==> src/rtl/mem_port_arbiter_pkg.sv <==
// mem_port_arbiter_pkg: shared definitions for the unified-memory port arbiter.
//   arbState_e   FSM encoding (IDLE / BUSY_IF / BUSY_DM)
//   OWNER_*      grant owner select values
//   ARB_*_W      default address/data widths
package mem_port_arbiter_pkg;
  localparam int ARB_ADDR_W = 32;
  localparam int ARB_DATA_W = 32;

  typedef enum logic [1:0] {
    IDLE    = 2'd0,
    BUSY_IF = 2'd1,
    BUSY_DM = 2'd2
  } arbState_e;

  localparam logic OWNER_IF = 1'b0;
  localparam logic OWNER_DM = 1'b1;
endpackage

==> src/rtl/mem_port_arbiter_starve_cnt.sv <==
// arb_starve_cnt: counts data grants issued while a fetch is waiting.
//   clk, rst     clock, synchronous active-low reset
//   dmGrant      data access granted this cycle
//   ifGrant      fetch access granted this cycle (clears the count)
//   ifReq        fetch request pending
//   starved      count has reached STARVE_MAX; fetch must be granted next
module arb_starve_cnt #(
  parameter int STARVE_MAX = 4
) (
  input  logic clk,
  input  logic rst,
  input  logic dmGrant,
  input  logic ifGrant,
  input  logic ifReq,
  output logic starved
);
  logic [2:0] cnt;

  always_ff @(posedge clk) begin
    if (!rst)                                  cnt <= '0;
    else if (ifGrant)                          cnt <= '0;
    else if (dmGrant && ifReq && cnt != 3'd7)  cnt <= cnt + 3'd1;
  end

  assign starved = (int'(cnt) >= STARVE_MAX);
endmodule

==> src/rtl/mem_port_arbiter.sv <==
// mem_port_arbiter: shares one single-ported memory between Fetch and Memory
// stages. Data has fixed priority over fetch; one access is outstanding at a
// time and is held on the mem_* side until mem_ready.
//   clk, rst                  clock, synchronous active-low reset
//   if_req/if_addr            fetch request (held until if_valid)
//   if_rdata/if_valid         fetched word + one-cycle valid
//   dm_req/we/addr/wdata      data request (held until dm_valid)
//   dm_rdata/dm_valid         load data + one-cycle completion (loads and stores)
//   flush                     discard an in-flight fetch
//   mem_req/we/addr/wdata     memory request side, held until mem_ready
//   mem_rdata/mem_ready       memory completion
//   stall_f/stall_m           pipeline freeze outputs
// Optional: define ARB_STARVE_GUARD_EN to force a fetch grant after
// STARVE_MAX data grants taken while fetch was waiting.
module mem_port_arbiter
  import mem_port_arbiter_pkg::*;
#(
  parameter int ADDR_W     = ARB_ADDR_W,
  parameter int DATA_W     = ARB_DATA_W,
  parameter int STARVE_MAX = 4
) (
  input  logic              clk,
  input  logic              rst,
  input  logic              if_req,
  input  logic [ADDR_W-1:0] if_addr,
  output logic [DATA_W-1:0] if_rdata,
  output logic              if_valid,
  input  logic              dm_req,
  input  logic              dm_we,
  input  logic [ADDR_W-1:0] dm_addr,
  input  logic [DATA_W-1:0] dm_wdata,
  output logic [DATA_W-1:0] dm_rdata,
  output logic              dm_valid,
  input  logic              flush,
  output logic              mem_req,
  output logic              mem_we,
  output logic [ADDR_W-1:0] mem_addr,
  output logic [DATA_W-1:0] mem_wdata,
  input  logic [DATA_W-1:0] mem_rdata,
  input  logic              mem_ready,
  output logic              stall_f,
  output logic              stall_m
);
  arbState_e state, stateNext;
  logic      killQ;
  logic      grantValid, grantSel;
  logic      ifPending, dmPending, starved;

  // A requester whose valid is pulsing this cycle is still holding its old
  // request; it must not be granted a second time.
  assign ifPending = if_req & ~if_valid & ~flush;
  assign dmPending = dm_req & ~dm_valid;

`ifdef ARB_STARVE_GUARD_EN
  arb_starve_cnt #(.STARVE_MAX(STARVE_MAX)) uStarveCnt (
    .clk     (clk),
    .rst     (rst),
    .dmGrant (grantValid && grantSel == OWNER_DM),
    .ifGrant (grantValid && grantSel == OWNER_IF),
    .ifReq   (if_req),
    .starved (starved)
  );
`else
  // Guard compiled out: constant 0 for any legal STARVE_MAX.
  assign starved = (STARVE_MAX < 0);
`endif

  always_comb begin
    stateNext  = state;
    grantValid = 1'b0;
    grantSel   = OWNER_DM;
    case (state)
      IDLE: begin
        if (ifPending && starved) begin
          grantValid = 1'b1;
          grantSel   = OWNER_IF;
          stateNext  = BUSY_IF;
        end else if (dmPending) begin
          grantValid = 1'b1;
          grantSel   = OWNER_DM;
          stateNext  = BUSY_DM;
        end else if (ifPending && !dm_req) begin
          // raw dm_req: a data stage finishing one access and issuing the
          // next back-to-back keeps priority over fetch
          grantValid = 1'b1;
          grantSel   = OWNER_IF;
          stateNext  = BUSY_IF;
        end
      end
      BUSY_IF, BUSY_DM: if (mem_ready) stateNext = IDLE;
      default: stateNext = IDLE;
    endcase
  end

  always_ff @(posedge clk) begin
    if (!rst) begin
      state     <= IDLE;
      mem_req   <= 1'b0;
      mem_we    <= 1'b0;
      mem_addr  <= '0;
      mem_wdata <= '0;
      if_rdata  <= '0;
      dm_rdata  <= '0;
      if_valid  <= 1'b0;
      dm_valid  <= 1'b0;
      killQ     <= 1'b0;
    end else begin
      state    <= stateNext;
      if_valid <= 1'b0;
      dm_valid <= 1'b0;

      if (grantValid) begin
        mem_req <= 1'b1;
        if (grantSel == OWNER_DM) begin
          mem_we    <= dm_we;
          mem_addr  <= dm_addr;
          mem_wdata <= dm_wdata;
        end else begin
          mem_we   <= 1'b0;
          mem_addr <= if_addr;
        end
      end

      if (state == BUSY_IF) begin
        if (mem_ready) begin
          mem_req <= 1'b0;
          killQ   <= 1'b0;
          // a flush arriving with the completion also kills the fetch
          if (!(killQ || flush)) begin
            if_rdata <= mem_rdata;
            if_valid <= 1'b1;
          end
        end else if (flush) begin
          killQ <= 1'b1;
        end
      end

      if (state == BUSY_DM && mem_ready) begin
        mem_req  <= 1'b0;
        mem_we   <= 1'b0;
        dm_valid <= 1'b1;
        if (!mem_we) dm_rdata <= mem_rdata;
      end
    end
  end

  assign stall_m = dm_req & ~dm_valid;
  assign stall_f = (if_req & ~if_valid) | stall_m;
endmodule

==> config.mk <==
export PLATFORM = sky130hd
export DESIGN_NAME = mem_port_arbiter
export DESIGN_NICKNAME = d
export VERILOG_FILES = /design/src/rtl/mem_port_arbiter_pkg.sv /design/src/rtl/mem_port_arbiter_starve_cnt.sv /design/src/rtl/mem_port_arbiter.sv
export SDC_FILE = /design/constraint.sdc
export NUM_CORES = 1
export LEC_CHECK = 0
export ABC_AREA = 1
export CAP_MARGIN = 30
export CORE_MARGIN = 8
export CORE_UTILIZATION = 43
export CTS_BUF_LIST = sky130_fd_sc_hd__clkbuf_16
export DETAILED_ROUTE_END_ITERATION = 8
export HOLD_SLACK_MARGIN = 0.06
export PLACE_DENSITY = 0.85
export SYNTH_ARGS = -nofsm -noshare
export SYNTH_HDL_FRONTEND = slang
export SYNTH_SLANG_ARGS = --single-unit
==> constraint.sdc <==
create_clock -name clk -period 2.6 [get_ports clk]
set_input_delay 0.78 -clock clk [delete_from_list [all_inputs] [get_ports clk]]
set_output_delay 0.78 -clock clk [all_outputs]
set_load 0.03 [all_outputs]
# Yosys cells after proc, flatten, opt, wreduce, memory -nomap -nowiden
# Index checks and enable logic that the tools add are counted.
# op_classes
eq_ne,4
muxes,19
n_reduce_logical,14
bitwise,10
# op_table
cell,n
$mux W32,1
$mux W1,14
$reduce_and A2 Y1,4
$mux W2,3
$not A1 Y1,6
$reduce_and A3 Y1,2
$pmux W2 S2,1
$reduce_or A2 Y1,2
$and A1 B1 Y1,3
$ne A3 B3 Y1 const B,1
$eq A2 B1 Y1 const B,1
$eq A2 B2 Y1 const B,1
$logic_and A1 B1 Y1,2
$logic_not A2 Y1,1
$ne A2 B2 Y1 const B,1
$reduce_bool A2 Y1,1
$logic_not A1 Y1,1
$logic_or A1 B1 Y1,1
$or A1 B1 Y1,1
# totals
register_bits,135
out_inout_bits,134
input_bits,135

# Logic depth before layout (Yosys ltp)
# depth
ltp_word,10
mapped_depth,11
mapped_depth_nobuf,8

# Least setup slack after synthesis
# Ideal clock, no wire load.
# synth_path
path_kind,input -> output
start,input port if_req
end,output port stall_f
cell_stages,2
path_buffers,0
required_time_ns,1.820
slack_ns,0.321
arrival_ns,1.499
cell_sequence,inv_1 -> o21ai_0
# synth_via
elab_chain_len,2
# synth_rtl
item,line,rtl
from (decl),mem_port_arbiter.sv:24,"input logic if_req,"
$and A1 B1 Y1,mem_port_arbiter.sv:148,assign stall_f = (if_req & ~if_valid) | stall_m;
$or A1 B1 Y1,mem_port_arbiter.sv:148,
to (decl),mem_port_arbiter.sv:41,"output logic stall_f,"
# Every way passes these cells.

# Worst setup path after layout
# layout_path
start,input port dm_req
end,output port stall_f
# layout_via
elab_chain_len,2
# layout_rtl
item,line,rtl
from (decl),mem_port_arbiter.sv:28,"input logic dm_req,"
$and A1 B1 Y1,mem_port_arbiter.sv:147,assign stall_m = dm_req & ~dm_valid;
$or A1 B1 Y1,mem_port_arbiter.sv:148,
# Every way passes these cells.

==> out/metrics.yaml <==
setup_path:
  critPathLaunchType: "input port"
  required_ns: 1.82
  crit_start: "dm_req"
  crit_fanout: 3
  path_class: "in2out"
  rr_startpoint: "state[0]"
  endpoint: "stall_f"
  arrival_ns: 1.74
  end_kind: "primary output"
  r2r-end: "mem_addr[12]"
  r2r_cells: 10
  reg2reg_slack_ns: 0.97
clock_tree:
  clk_pin_slew_ns: 0.06
  clock_latency_ns: 0.42
  cts_buffers: 17
  cts_buffer_depth: 2
  cts_hold_buf: 0
  post_cts_buffers: 0
  cts_resized: 0
  cts_root_buf: "clkbuf_16"
  cts_tree: "built"
  htreeDepth: 4
  cts_sinks: 135
global_routing:
  grt_pass1_wl_mm: 29.7
  grt_pass1_vias: 5530
  grt_usage: 0.230
  antenna_found_initial: 1
  overflow: 0
  grt_max_degree: 58
floorplan:
  dieArea_mm2: 0.0162
  io_pins: 269
  rows: 40
  core_area_mm2: 0.0120
  die_w_um: 127
  initial_core_util: 0.442
  die_h_um: 127
timing:
  fmax_mhz: 396
  post-route-min-period_ns: 2.52
  worst_clock_skew_ns: 0.00744
  finalCritPeriodShare: 0.971
  maxSlewHeadroom: 0.725
  rsz0062_at_grt: "false"
  setup_tns_ns: 0
  setup-violations-final: 0
  hold_violations: 0
  maxSlewViolCount: 0
  setup_slack_ns: 0.0756
  tightest_slew_ns: 0.411
yosys:
  yosysSeqAreaShare: 0.509
  synth_nets: 880
  yosysMostFrequentCell: "nor2_1"
  ys_warn_count: 0
  synth_area_mm2: 0.00531
  synth_top_cell_area_share: 0.509
  synthArstFlopShare: 0
  yosys-top-cells-area: "dfxtp_1 (51%), nor2_1 (21%), o21ai_0 (9.2%)"
  synth_common_cells: "nor2_1 (292), dfxtp_1 (135), o21ai_0 (98)"
  synth-main-ff-cell: "dfxtp_1"
  synth_area_leader_cell: "dfxtp_1"
  ys_ff_latch: 135
  synthCells: 742
  syn_area_per_cell_um2: 7.15
  synth_edf_count: 0
  ys_types: 19
detailed_routing:
  wirelength_mm: 19.2
  drtPass1Iterations: 5
  wl_per_cell_um: 16.5
  drc: 0
  num_vias: 5696
  viasPerCell: 4.90
  drtIter0Drc: 387
  drt.antenna.violating_nets: 0
hold_path:
  min_path_type: "reg2reg"
placed_design:
  portBuffers: 268
  placed_cells: 1129
  dpl_worst_slack_ns: 0.0965
  dp_hpwl_mm: 13.7
  gp_congestion: 0.854
power_and_ir_drop:
  p_leak_nw: 3.73
  finalPower_mw: 5.82
  power.ir.vdd_worst_mv: 0.479
  power.density_mw_per_mm2: 667
layout:
  syn_to_final_growth_pct: 64.2
  fin_nets: 1139
  drive_gt1_frac: 0.0611
  final_cells: 1162
  nFillCells: 926
job:
  drv_cap: 0
run_status:
  status: "finished clean"
==> cells by family (layout without fill, tap and decap cells) <==
group	after synthesis	in the layout	synth area share
and+or+nand+nor	409	409	0.310
DFF	135	135	0.509
AOI/OAI and AO/OA	102	102	0.0962
buffers and inverters	93	365	0.0773
adders and majority gates	3	3	0.00707
other	0	1	0
==> placed cells by master (no fill, tap or decap) <==
cell type,instances
nor2_1,291
clkdlybuf4s50_1,265
dfxtp_1,135
o21ai_0,98
nand2_1,74
inv_1,44
nand4_1,32
buf_4,18
clkbuf_16,17
buf_12,5
nand3_1,4
a21oi_1,4
clkinv_2,4
clkinv_4,4
nor2_2,3
ha_1,3
inv_2,2
nand2_2,2
bufinv_16,2
clkinvlp_4,2
diode_2,1
clkinv_1,1
nor2_4,1
nor3_4,1
nor3_1,1
buf_2,1
==> metrics by stage <==
step	cell area, um^2	util	hold slack [ns]
2_1_floorplan	5310	-	0.473
3_3_place_gp	8150	0.678	0.467
3_5_place_dp	8150	0.678	0.481
4_1_cts	8710	0.725	0.495
5_1_grt	8720	0.726	0.539
6_report	8720	0.726	0.489
==> layout make-up <==
class / instances / area (um^2) / share of cell area
Timing Repair Buffer: 289 / 2890 / 0.332
Clock inverter: 15 / 141 / 0.0162
Antenna cell: 1 / 2.50 / 0.000287
Tap cell: 147 / 184 / 0.0211
Inverter: 44 / 165 / 0.0189
Clock buffer: 17 / 425 / 0.0488
Sequential cell: 135 / 2700 / 0.310
Multi-Input combinational cell: 514 / 2200 / 0.253
==> metal layers <==
layer,global-route usage,vias to the layer above,share of wire
li1,-,2856,-
met4,0.108,0,0.028
met1,0.256,2576,0.40
met2,0.380,230,0.47
met3,0.0919,34,0.099
met5,0,-,0
==> sequential cells by signal, summed over array words and instances (netlist names) <==
signal / flops
if_rdata: 32
if_valid: 1
state: 2
dm_rdata: 32
mem_req: 1
mem_we: 1
dm_valid: 1
mem_wdata: 32
mem_addr: 32
killQ: 1
==> worst max-delay path, stage by stage <==
cell	delay (ns)
clkdlybuf4s50_1	0.50
nand2_1	0.10
o21ai_0	0.10
buf_4	0.15
buf_12	0.11
==> report_power, final <==
group / switching, mW / internal [mW] / total (mW) / leakage [nW]
clock: 0.901 / 1.40 / 2.30 / 0.286
combinational: 0.695 / 0.550 / 1.25 / 2.34
sequential: 0.0660 / 2.21 / 2.27 / 1.10
total: 1.66 / 4.15 / 5.82 / 3.73
==> worst min-delay path by stage <==
stage | startpoint | end | slack, ns | depth (start not counted)
2_1_floorplan | state[1] | state[1] | 0.47 | 2
4_1_cts | mem_req | mem_req | 0.49 | 2
3_3_place_gp | mem_req | mem_req | 0.47 | 2
5_1_grt | mem_req | mem_req | 0.54 | 2
3_5_place_dp | mem_req | mem_req | 0.48 | 2
6_report | mem_req | mem_req | 0.49 | 2
(Power assumes the default switching activity.)
